==> src/rtl/tx_arbiter.sv <==
// tx_arbiter: round-robin arbiter that serialises one of two requesters' messages
// into a paced byte stream for a UART transmitter.
module tx_arbiter #(
    parameter int GAP_CYCLES = 20,
    parameter int MAX_LEN    = 14
) (
    input  logic                 clk,
    input  logic                 reset_n,
    input  logic                 req0,
    input  logic                 req1,
    input  logic [3:0]           len0,
    input  logic [3:0]           len1,
    input  logic [MAX_LEN*8-1:0] msg0,
    input  logic [MAX_LEN*8-1:0] msg1,
    input  logic                 tx_sent,
    output logic                 gnt0,
    output logic                 gnt1,
    output logic                 done0,
    output logic                 done1,
    output logic                 busy,
    output logic [7:0]           tx_data,
    output logic                 tx_wr_en
);
    localparam int MW = MAX_LEN * 8;
    localparam int CW = GAP_CYCLES > 1 ? $clog2(GAP_CYCLES) : 1;
    typedef enum logic [1:0] {IDLE, SEND_WAIT, GAP} state_t;
    state_t         state;
    logic           sel;
    logic           last;
    logic [MW-1:0]  shreg;
    logic [3:0]     rem;
    logic [CW-1:0]  cnt;
    logic           win;
    logic [3:0]     len_w;
    logic [3:0]     len_c;
    always_comb begin
        win   = (req0 && req1) ? ~last : req1;
        len_w = win ? len1 : len0;
        len_c = (len_w > 4'(MAX_LEN)) ? 4'(MAX_LEN) : len_w;
    end
    assign busy = (state != IDLE);
    always_ff @(posedge clk or negedge reset_n) begin
        if (!reset_n) begin
            state    <= IDLE;
            sel      <= 1'b0;
            last     <= 1'b1;
            shreg    <= '0;
            rem      <= '0;
            cnt      <= '0;
            gnt0     <= 1'b0;
            gnt1     <= 1'b0;
            done0    <= 1'b0;
            done1    <= 1'b0;
            tx_data  <= 8'h00;
            tx_wr_en <= 1'b0;
        end else begin
            gnt0     <= 1'b0;
            gnt1     <= 1'b0;
            done0    <= 1'b0;
            done1    <= 1'b0;
            tx_wr_en <= 1'b0;
            case (state)
                // a req still high during the done pulse belongs to the finished message
                IDLE: if ((req0 || req1) && !done0 && !done1) begin
                    sel   <= win;
                    last  <= win;
                    shreg <= win ? msg1 : msg0;
                    rem   <= len_c;
                    gnt0  <= ~win;
                    gnt1  <= win;
                    state <= SEND_WAIT;
                end
                SEND_WAIT: if (rem == 4'd0) begin
                    done0 <= ~sel;
                    done1 <= sel;
                    state <= IDLE;
                end else if (tx_sent) begin
                    tx_data  <= shreg[MW-1 -: 8];
                    tx_wr_en <= 1'b1;
                    shreg    <= shreg << 8;
                    rem      <= rem - 4'd1;
                    cnt      <= '0;
                    state    <= GAP;
                end
                GAP: if (cnt == CW'(GAP_CYCLES - 1)) state <= SEND_WAIT;
                     else cnt <= cnt + 1'b1;
                default: state <= IDLE;
            endcase
        end
    end
endmodule

==> config.mk <==
export PLATFORM = sky130hd
export DESIGN_NAME = tx_arbiter
export DESIGN_NICKNAME = d
export VERILOG_FILES = /design/src/rtl/tx_arbiter.sv
export SDC_FILE = /design/constraint.sdc
export NUM_CORES = 1
export LEC_CHECK = 0
export BUFFER_PORTS_ARGS = -buffer_cell sky130_fd_sc_hd__buf_2
export CAP_MARGIN = 20
export CORE_ASPECT_RATIO = 1.2
export CORE_MARGIN = 10
export CORE_UTILIZATION = 30
export DETAILED_ROUTE_END_ITERATION = 16
export HOLD_SLACK_MARGIN = 0.15
export PLACE_DENSITY_LB_ADDON = 0.3
export SLEW_MARGIN = 20
export SYNTH_ARGS = -nofsm -noshare
export SYNTH_HDL_FRONTEND = slang
export SYNTH_SLANG_ARGS = --single-unit
==> constraint.sdc <==
create_clock -name clk -period 4.2 [get_ports clk]
set_input_delay 0.21 -clock clk [delete_from_list [all_inputs] [get_ports clk]]
set_output_delay 0.21 -clock clk [all_outputs]
set_load 0.02 [all_outputs]
* Yosys cells after proc, flatten, opt, wreduce, memory -nomap -nowiden
Cells that the tools add are included.
Storage, ports and cells: bits in registers 138, bits of input ports 237, logic and storage cells 76
Cells by class: add/subtract/negate cells 2, $lt $le $gt $ge 1, eq/ne operators 9, mux-type cells 32, bitwise logic cells 4, reductions and logical operators 16
Operators with widths (number):
- 2-to-1 mux 112 bit | 4
- case mux 112 bit (2 select lines) | 1
- 2-to-1 mux 4 bit | 5
- 2-to-1 mux 5 bit | 3
- 2-to-1 mux 1 bit | 12
- != test 2 bit (second input constant) | 5
- case mux 5 bit (2 select lines) | 1
- 2-to-1 mux 2 bit | 4
- case mux 4 bit (2 select lines) | 1
- AND reduction 4 bit | 2
- case mux 2 bit (3 select lines) | 1
- AND reduction 3 bit | 2
- nonzero test 2 bit | 3
- adder 5 x 1 -> 5 bit (second input constant) | 1
- == test 5 bit (second input constant) | 1
- greater-than comparator 4 bit (second input constant) | 1
- logical NOT 4 bit | 1
- inverter 1 bit | 4
- subtractor 4 x 1 -> 4 bit (second input constant) | 1
- logical AND 1 bit | 3
- != test 3 bit (second input constant) | 1
- == test 2 x 1 -> 1 bit (second input constant) | 1
- == test 2 bit (second input constant) | 1
- logical NOT 1 bit | 2
- 3 further kinds | 3

* Logic depth before layout (Yosys ltp)
Gate-level depths: netlist (run 1).
depth in word-level cells 7, mapped depth 8, depth with buffers taken out 7

* Worst setup path after synthesis (run 1)
OpenSTA, ideal clock, no wires.
path kind flip-flop to flip-flop, start register rem[0], end register rem[0], setup time 0.124 ns, arrival time 1.594 ns, data required time 4.076 ns, setup slack 2.482 ns, cell stages (with the launch flop) 8, buffers on the path 1, cell sequence dfrtp_1 -> inv_1 -> ha_1 -> or3b_2 -> nand3_1 -> buf_2 -> nor2_1 -> a211o_1
On the way: longest elaborated chain between the ends 4, elaborated cells on any way between the ends 7, those cells by class add/sub (1); eq/ne (1); mux (3); reduce/logical (2)
RTL lines:
- start: declaration | line 31 | logic [3:0] rem;
- start signal: assignment | line 68 | rem <= len_c;
- start signal: assignment | line 81 | rem <= rem - 4'd1;
- subtractor 4 x 1 -> 4 bit | line 81
- 2-to-1 mux 4 bit | line 77 | end else if (tx_sent) begin
- 2-to-1 mux 4 bit | line 73 | SEND_WAIT: if (rem == 4'd0) begin
- case mux 4 bit (2 select lines) | line 62 | case (state)
Several ways; a longest one is shown, not always the timed one. The select of a mux whose other input is x is not followed. A chain may end at the register's enable or synchronous reset.

* Worst setup path in the final report (run 1)
start register state[0], end register rem[3]
On the way: longest elaborated chain between the ends 3, elaborated cells on any way between the ends 8, those cells by class eq/ne (4); mux (1); reduce/logical (3)
RTL lines:
- start: declaration | line 27 | state_t state;
- start signal: assignment | line 44 | state <= IDLE;
- start signal: assignment | line 71 | state <= SEND_WAIT;
- start signal: assignment | line 76 | state <= IDLE;
- == test 2 x 1 -> 1 bit / logical NOT 2 bit (equally long branches) | line 62
- != test 2 bit (no source line) / nonzero test 2 bit (equally long branches)
- AND reduction 4 bit (no source line)
Several ways; a longest one is shown, not always the timed one.

==> results.txt, run 1 <==
The die covers around 31000 µm². The clock latency on the worst-skew pair is roughly 0.42 ns. The synthesized net count came out at 1101. The initial standard-cell utilization of the core is a little under a third. Counting stages on the worst path, the most repeated cell is buf_4. The number of endpoints with negative hold slack in the final report is 0.

The layout overhead on the synthesized area is 37.9%. The number of cells traversed by the worst register-to-register path came out at 6. The final-stage net count is 1385. The routability congestion estimate is ~0.79. The number of distinct library cell variants in the gate-level netlist after synthesis came out at ~40. Measured against its own limit, the worst slew margin works out to 29.6%.

The run finished with clean final reports. The met1 track demand over resource in global routing came out at 20.4%. The cell with the most instances after synthesis is a21oi_1. The wire length per cell came out at between 15 and 20 µm. The leakage power of the design is ~0.0046 µW. Across every metal layer, demand over resource in global routing totals between 10% and 20%. The count of warnings emitted by yosys is 0. The clock tree synthesis step divided the H-tree into 4 levels. The final design instance area without fill came out at just over 10000 µm². The remaining antenna violation count after routing came out at 0. The share of cells above drive strength 1 is between 20% and 30%. The most instantiated flip-flop cell in the synthesis netlist is dfrtp_1. The clock transition at the registers of the reported paths is approximately 0.070 ns. From left edge to right edge, the die measures ~160 µm. Setup repair after global routing left no endpoint under its margin. The total number of placement rows is 62. The worst setup path is of the flop to flop kind. The most congested layer reported by global routing is met2. The final non-filler cell total came out at around 1500. The top achievable clock speed is about 410 MHz.

The largest total area in the synthesized netlist belongs to dfrtp_1. The post-CTS resize count is 0. The data required time of the worst path came out at between 4 and 5 ns. The maximum resistive drop on vdd is around 0.46 mV. The synthesized netlist occupies a cell area of around 7300 µm². The worst setup path is launched from a flop. The detailed router finished its first iteration with roughly 480 violations. The floorplan step defined a core boundary enclosing 24000 µm².

The share of async-settable or async-resettable flops after synthesis is 100%. The power after layout is 7200 µW. The number of clock sinks came out at between 100 and 150.

STA classifies the critical path endpoint as a flop. The max-slew violation total from the final report is 0. The total via count in the routed design is between 7000 and 8000. The number of enable-type register cells in the synthesized netlist came out at 0. Summed over all failing endpoints, the final setup total negative slack is 0 ns. The final clock skew came out at 0.0105 ns.

The number of setup buffers added after CTS came out at 0. The slew at the pin closest to its max-slew limit came out at between 1 and 1.5 ns. The combined area of the multi-input logic cells came out at ~3500 µm². The root buffer cell is clkbuf_16. The gate count of the mapped netlist is approximately 860.

A synthesized cell averages around 8.5 µm². Using the TritonRoute via totals, the vias-per-cell ratio works out to around 5.0. Sequential cells were found to cover 47.1% of the synthesized design area. The maximum number of buffers from clock root to sink came out at 2.

The maximum net fanout on the critical path is 67. The via count of the first global-routing pass came out at roughly 7700. The number of antenna violations at the first check in global routing came out at 1.

The die span in y is between 150 and 200 µm. The post-synthesis register bit count came out at between 100 and 150. The power per cell area is 711 nW/µm². Setup violations remaining at the end of the flow were counted as 0. The class of the tightest hold or removal check is primary input to flop.

The number of remaining DRC errors came out at 0. The antenna diode count came out at 0. After synthesis, the most frequently instantiated cells are 221 x a21oi_1, 149 x nand2_1, 137 x dfrtp_1, 116 x nor2_1, 104 x o2bb2ai_1. The part of the cycle the worst path needs came out at ~58%.

The maximum number of pins on one net before global-route repair is roughly 110. For met3 alone, demand over resource in global routing was ~4.8%. The hold path depth came out at 4. Across the whole layout, storage elements account for ~3500 µm².

The critical path's largest stage delay came out at around 0.69 ns. Counting the fill cells in the layout gives approximately 2400. The first detailed-routing pass ran for 5 iterations.

The slowest stage of the critical path belongs to the cell buf_4. The global route total overflow is 0. The share of the core filled with cells in the final layout is around 42%.

Once placement completed, the tool counted placed cells totaling between 1000 and 1500. The post-detailed-placement cell area is between 8000 and 9000 µm². Clock tree synthesis inserted a total of 17 buffers.

The cts-stage hold buffer count came out at slightly above 80. After detailed routing, the total wire length is 25.9 mm. The first global-routing pass estimated roughly 41 mm of wire. The detailed placer's ending HPWL is between 15 and 20 mm. Input and output buffers added on the ports amount to 250. The shortest period the worst path allows came out at between 2 and 2.5 ns. Ranked by total cell area, the synthesized netlist is headed by dfrtp_1 47%, a21oi_1 15%, o2bb2ai_1 12%, nand2_1 7.6%, nor2_1 5.9%. The clock tree from TritonCTS is built. Traced cell by cell, the critical path runs through nor2b_4 -> buf_4 -> buf_4 -> and3_1 -> a21oi_1 -> o22a_1. The number of placed I/O pins is 251. The max capacitance violation total came out at 0. The share of the synthesized area in the top cell type is between 40% and 50%.

The arrival time of data at the critical path endpoint came out at 2.72 ns. The routing usage on met2 came out at about 27%.
==> layout make-up <==
class	instances	share of cell area, %
Clock inverter	15	1.72
Timing Repair Buffer	343	21.6
Multi-Input combinational cell	642	34.2
Tap cell	320	3.96
Sequential cell	138	34.1
Inverter	4	0.148
Clock buffer	17	4.20
==> layer usage <==
metal,wire (µm),vias up
met5,0,-
met4,181,0
met3,1720,11
met2,12800,205
met1,11200,3495
li1,-,3612
==> power breakdown <==
group          switching, µW  internal [µW]
Combinational           1970           1270
Clock                    685            854
Sequential               433           1990
Total                   3090           4110
==> kinds of logic (layout without fill, tap and decap cells) <==
group,after synthesis,after routing,synth area share (%)
AO/OA/AOI/OAI,348,348,30.2
XOR/XNOR,3,3,0.358
adder cells (fa/ha/maj),2,2,0.341
buffers and inverters,82,379,6.31
flip-flops,138,138,47.1
multiplexers,1,1,0.136
AND/OR/NAND/NOR,288,288,15.6
==> sequential cells by signal, summed over array words and instances, names as in the netlist <==
register / cells
rem: 4
tx_data: 8
cnt: 5
gnt1: 1
gnt0: 1
state: 2
sel: 1
done0: 1
tx_wr_en: 1
last: 1
done1: 1
shreg: 112
==> placed cells by master (no fill, tap or decap), drive strengths merged, types with 3 or more instances in the layout <==
cell	netlist	routed
a22o	8	8
clkbuf	30	17
dlygate4sd3	0	82
dfrtp	137	137
buf	48	261
inv	4	14
nand3	7	7
clkinv	0	3
nand2	149	149
o21ai	3	3
o2bb2ai	104	104
a21oi	221	221
xor2	3	3
nor2	116	116
==> critical path, delay by kind of cell, from the launching register on <==
family | cells | cell delay (ns)
AOI/OAI and AO/OA | 2 | 0.23
DFF | 1 | 0.46
buffers and inverters | 2 | 1.14
and+or+nand+nor | 2 | 0.45
==> path summary, 6_finish.rpt <==
path | from | endpoint | slack, ns
min in group asynchronous | reset_n | shreg[83]$_DFFE_PN0P_ | 0.37
setup reg to reg | state[0]$_DFFE_PN0P_ | rem[3]$_DFFE_PN0P_ | 1.78
hold / removal | msg0[71] | shreg[71]$_DFFE_PN0P_ | 0.17
setup / recovery | state[0]$_DFFE_PN0P_ | rem[3]$_DFFE_PN0P_ | 1.78
max in group asynchronous | reset_n | shreg[61]$_DFFE_PN0P_ | 2.75
hold reg to reg | shreg[109]$_DFFE_PN0P_ | tx_data[5]$_DFFE_PN0P_ | 0.47
==> per-stage QoR <==
| step | setup WS [ns] | hold slack, ns |
|---|---|---|
| finish | 1.78 | 0.167 |
| CTS | 1.73 | 0.154 |
| detailed placement | 1.75 | 0.273 |
| global route | 1.62 | 0.179 |
| floorplan | 2.48 | -0.0856 |
| global placement | 1.80 | 0.275 |
Power figures use the tool's default switching activity.
==> inputs of run 2 (changes only) <==
==> constraint.sdc (replaced) <==
create_clock -name clk -period 2.4 [get_ports clk]
set_input_delay 0.12 -clock clk [delete_from_list [all_inputs] [get_ports clk]]
set_output_delay 0.12 -clock clk [all_outputs]
set_load 0.02 [all_outputs]
==> run 2 against run 1 <==
  * Fmax increased by 8.0%
  * Via count up 11%
  * Routed wire length increased by 8.4%
  * Clock power increased by 77%
  * Combinational power increased by 120%
  * Critical endpoint is now shreg[51]$_DFFE_PN0P_
  * Largest cell class is now buffers
==> results.txt, run 2 (same netlist as run 1, synthesis figures left out) <==
The number of cells traversed by the worst register-to-register path came out at 5 (-1). Leaving out fill and tap cells, the most frequent cell in the layout is buf_2. For hold timing, the worst endpoint is shreg[78]$_DFFE_PN0P_.

The critical path in this run is classified as flop to flop. The number of clock sinks came to 138 (unchanged). The startpoint identified for the worst register-to-register timing path is state[1]$_DFFE_PN0P_. The total placed cells including tap cells came out at 1375 (+0.81%).

Setup repair after global routing left no endpoint under its margin. The per-cell via count in the routed design is 4.99 (+0.86%). The top achievable clock speed came out at 447 MHz (+8.0%). The max capacitance violation total came out at 0 (unchanged).

The maximum number of pins on one net before global-route repair is 73 (-32%). The routability congestion estimate was 0.794 (+1.1%). The flow ran to the end, and the final reports show no timing, DRC or antenna violations.

The maximum number of buffers from clock root to sink is 2 (unchanged). The hold path depth is 4 (unchanged). The number of antenna violations at the first check in global routing came out at 2 (+1). The number of setup violations in the final report is 0 (unchanged). The clock tree from TritonCTS is built. The cell at the slowest stage of the critical path is dlygate4sd3_1. The worst relative slew slack is 59.5% (+30 points). The register-to-register setup slack is 0.16 ns (-1.62 ns). The final design instance area without fill is 11600 µm² (+15%). The global route total overflow came out at 0 (unchanged). The total number of placement rows is 62 (unchanged).

The flip-flop count of the largest register after layout came to 112 (unchanged). The shortest period the worst path allows came out at 2.24 ns (-0.178 ns). The share of the core filled with cells in the final layout is 48.3% (+6.2 points). The part of the cycle the worst path needs is 93.3% (+36 points). The data required time of the worst path is 2.74 ns (-1.77 ns). The signal on the critical path passes through nand2b_4 -> buf_4 -> o2bb2ai_1 -> dlygate4sd3_1 -> a21oi_1.

The total global routing track utilization came out at 17.4% (+1.1 points). The clock buffer count from CTS came out at 17 (unchanged). The max-slew violation total from the final report is 0 (unchanged).

The slew at the pin closest to its max-slew limit came to 0.608 ns (-0.444 ns). The number of endpoints with negative hold slack in the final report came out at 0 (unchanged). The critical path's largest stage delay is 0.58 ns (-0.11 ns). The layout overhead on the synthesized area is 58.4%. The power per cell area came out at 1220 nW/µm² (+72%). The violation count after the first detailed-route iteration is 702 (+47%).

The source of the worst hold timing path is msg1[78]. The reg-to-reg critical path endpoint is shreg[51]$_DFFE_PN0P_. The leakage power of the design came out at 0.00523 µW (+14%). The class of the tightest hold or removal check is primary input to flop. The placeable core region came out at 24000 µm² (unchanged). The first-pass GRT wire length came out at 44.2 mm (+7.6%).

The width of the die is 163 µm (unchanged). The maximum net fanout on the critical path came out at 31 (-54%). The initial standard-cell utilization of the core was 30.5% (unchanged). The worst setup path is captured at a flop. The top register by number of flip-flops is shreg. The die span in y was 191 µm (unchanged). The number of placed I/O pins is 251 (unchanged). The largest registers in the layout are shreg: 112 flops, tx_data: 8 flops, cnt: 5 flops.

The total detailed-routing wirelength is 28.0 mm (+8.4%). The cell sitting at the root of the clock tree is a clkbuf_16. The worst setup path is launched from a flop.

The remaining antenna violation count after routing is 0 (unchanged). The library cells used most frequently in the layout, excluding fill and tap cells, are 249 x buf_2, 221 x a21oi_1, 211 x dlygate4sd3_1. The number of remaining DRC errors came out at 0 (unchanged).

The total via count in the routed design is 8105 (+11%). The via count of the first global-routing pass came out at 8546 (+12%). The arrival time of data at the critical path endpoint is 2.58 ns (-0.14 ns). The final clock skew is 0.00841 ns (-0.00210 ns).

The detailed placer's ending HPWL is 18.2 mm (+4.6%). The clock transition at the registers of the reported paths is 0.07 ns (about the same). The share of cells above drive strength 1 came to 24.3% (-1.9 points). The setup total negative slack came out at 0 ns (unchanged). The total die area came out at 31100 µm² (unchanged).

The total iterations of the first detailed-routing run came out at 5 (unchanged). The clock latency on the worst-skew pair came to 0.42 ns (about the same). The maximum resistive drop on vdd came out at 0.684 mV (+49%).

The final non-filler cell total is 1623 (+9.7%). The wire length per cell is 17.3 µm (-1.2%). The number of port buffers was 250 (unchanged). The number of levels the H-tree was split into is 4 (unchanged). The post-detailed-placement cell area came out at 8860 µm² (+2.1%). The number of fillers in the final layout is 2240 (-8.2%). The final-stage net count came out at 1527 (+10%).
-- run 2: power breakdown --
group          total (µW)  leakage, µW  internal [µW]  switching (µW)
sequential           4240      0.00157           3480             760
clock                2730     0.000288           1570            1160
combinational        7210      0.00338           3440            3770
total               14200      0.00523           8490            5690
-- run 2: through the flow --
stage               setup WS [ns]  hold WS [ns]  total power, µW
global route               0.0248         0.153            15300
global placement            0.496        0.0940            10100
CTS                        0.0131         0.152            14200
floorplan                   0.682        -0.176             8570
finish                      0.161         0.152            14200
detailed placement          0.474        0.0899            10100
-- run 2: what timing repair did --
action,in CTS,in global routing
resized for setup,0,3
hold endpoints to repair,224,0
hold buffers,211,0
setup endpoints to repair,0,51
buffers inserted,0,1
-- run 2: layer usage --
layer  track usage, %  part of all wire, %
met5                0                    0
met4             7.01                  2.9
met3             4.35                  6.6
met2             28.5                   48
met1             21.4                   42
-- run 2: area by class of cell --
cell class	count	area (µm²)	area share, %
Antenna cell	2	5.00	0.0431
Multi-Input combinational cell	644	3490	30.0
Inverter	4	15.0	0.129
Clock inverter	15	178	1.53
Tap cell	320	400	3.44
Timing Repair Buffer	483	3650	31.4
Clock buffer	17	425	3.66
Sequential cell	138	3450	29.7
-- run 2: worst max-delay path: cells and delay by family (launching register included) --
family                 cells  cell delay, ns
buffers and inverters      2            0.99
DFF                        1            0.47
and+or+nand+nor            1            0.39
AOI/OAI and AO/OA          2            0.29
-- run 2: worst max path at each step --
stage	cells after the start	slack [ns]	endpoint	startpoint
after floorplan	7	0.68	rem[0]$_DFFE_PN0P_	rem[0]$_DFFE_PN0P_
after global placement	5	0.50	shreg[110]$_DFFE_PN0P_	state[0]$_DFFE_PN0P_
after detailed placement	5	0.47	shreg[89]$_DFFE_PN0P_	state[0]$_DFFE_PN0P_
after CTS	8	0.01	shreg[6]$_DFFE_PN0P_	rem[0]$_DFFE_PN0P_
after global routing	5	0.02	shreg[51]$_DFFE_PN0P_	state[1]$_DFFE_PN0P_
final	5	0.16	shreg[51]$_DFFE_PN0P_	state[1]$_DFFE_PN0P_
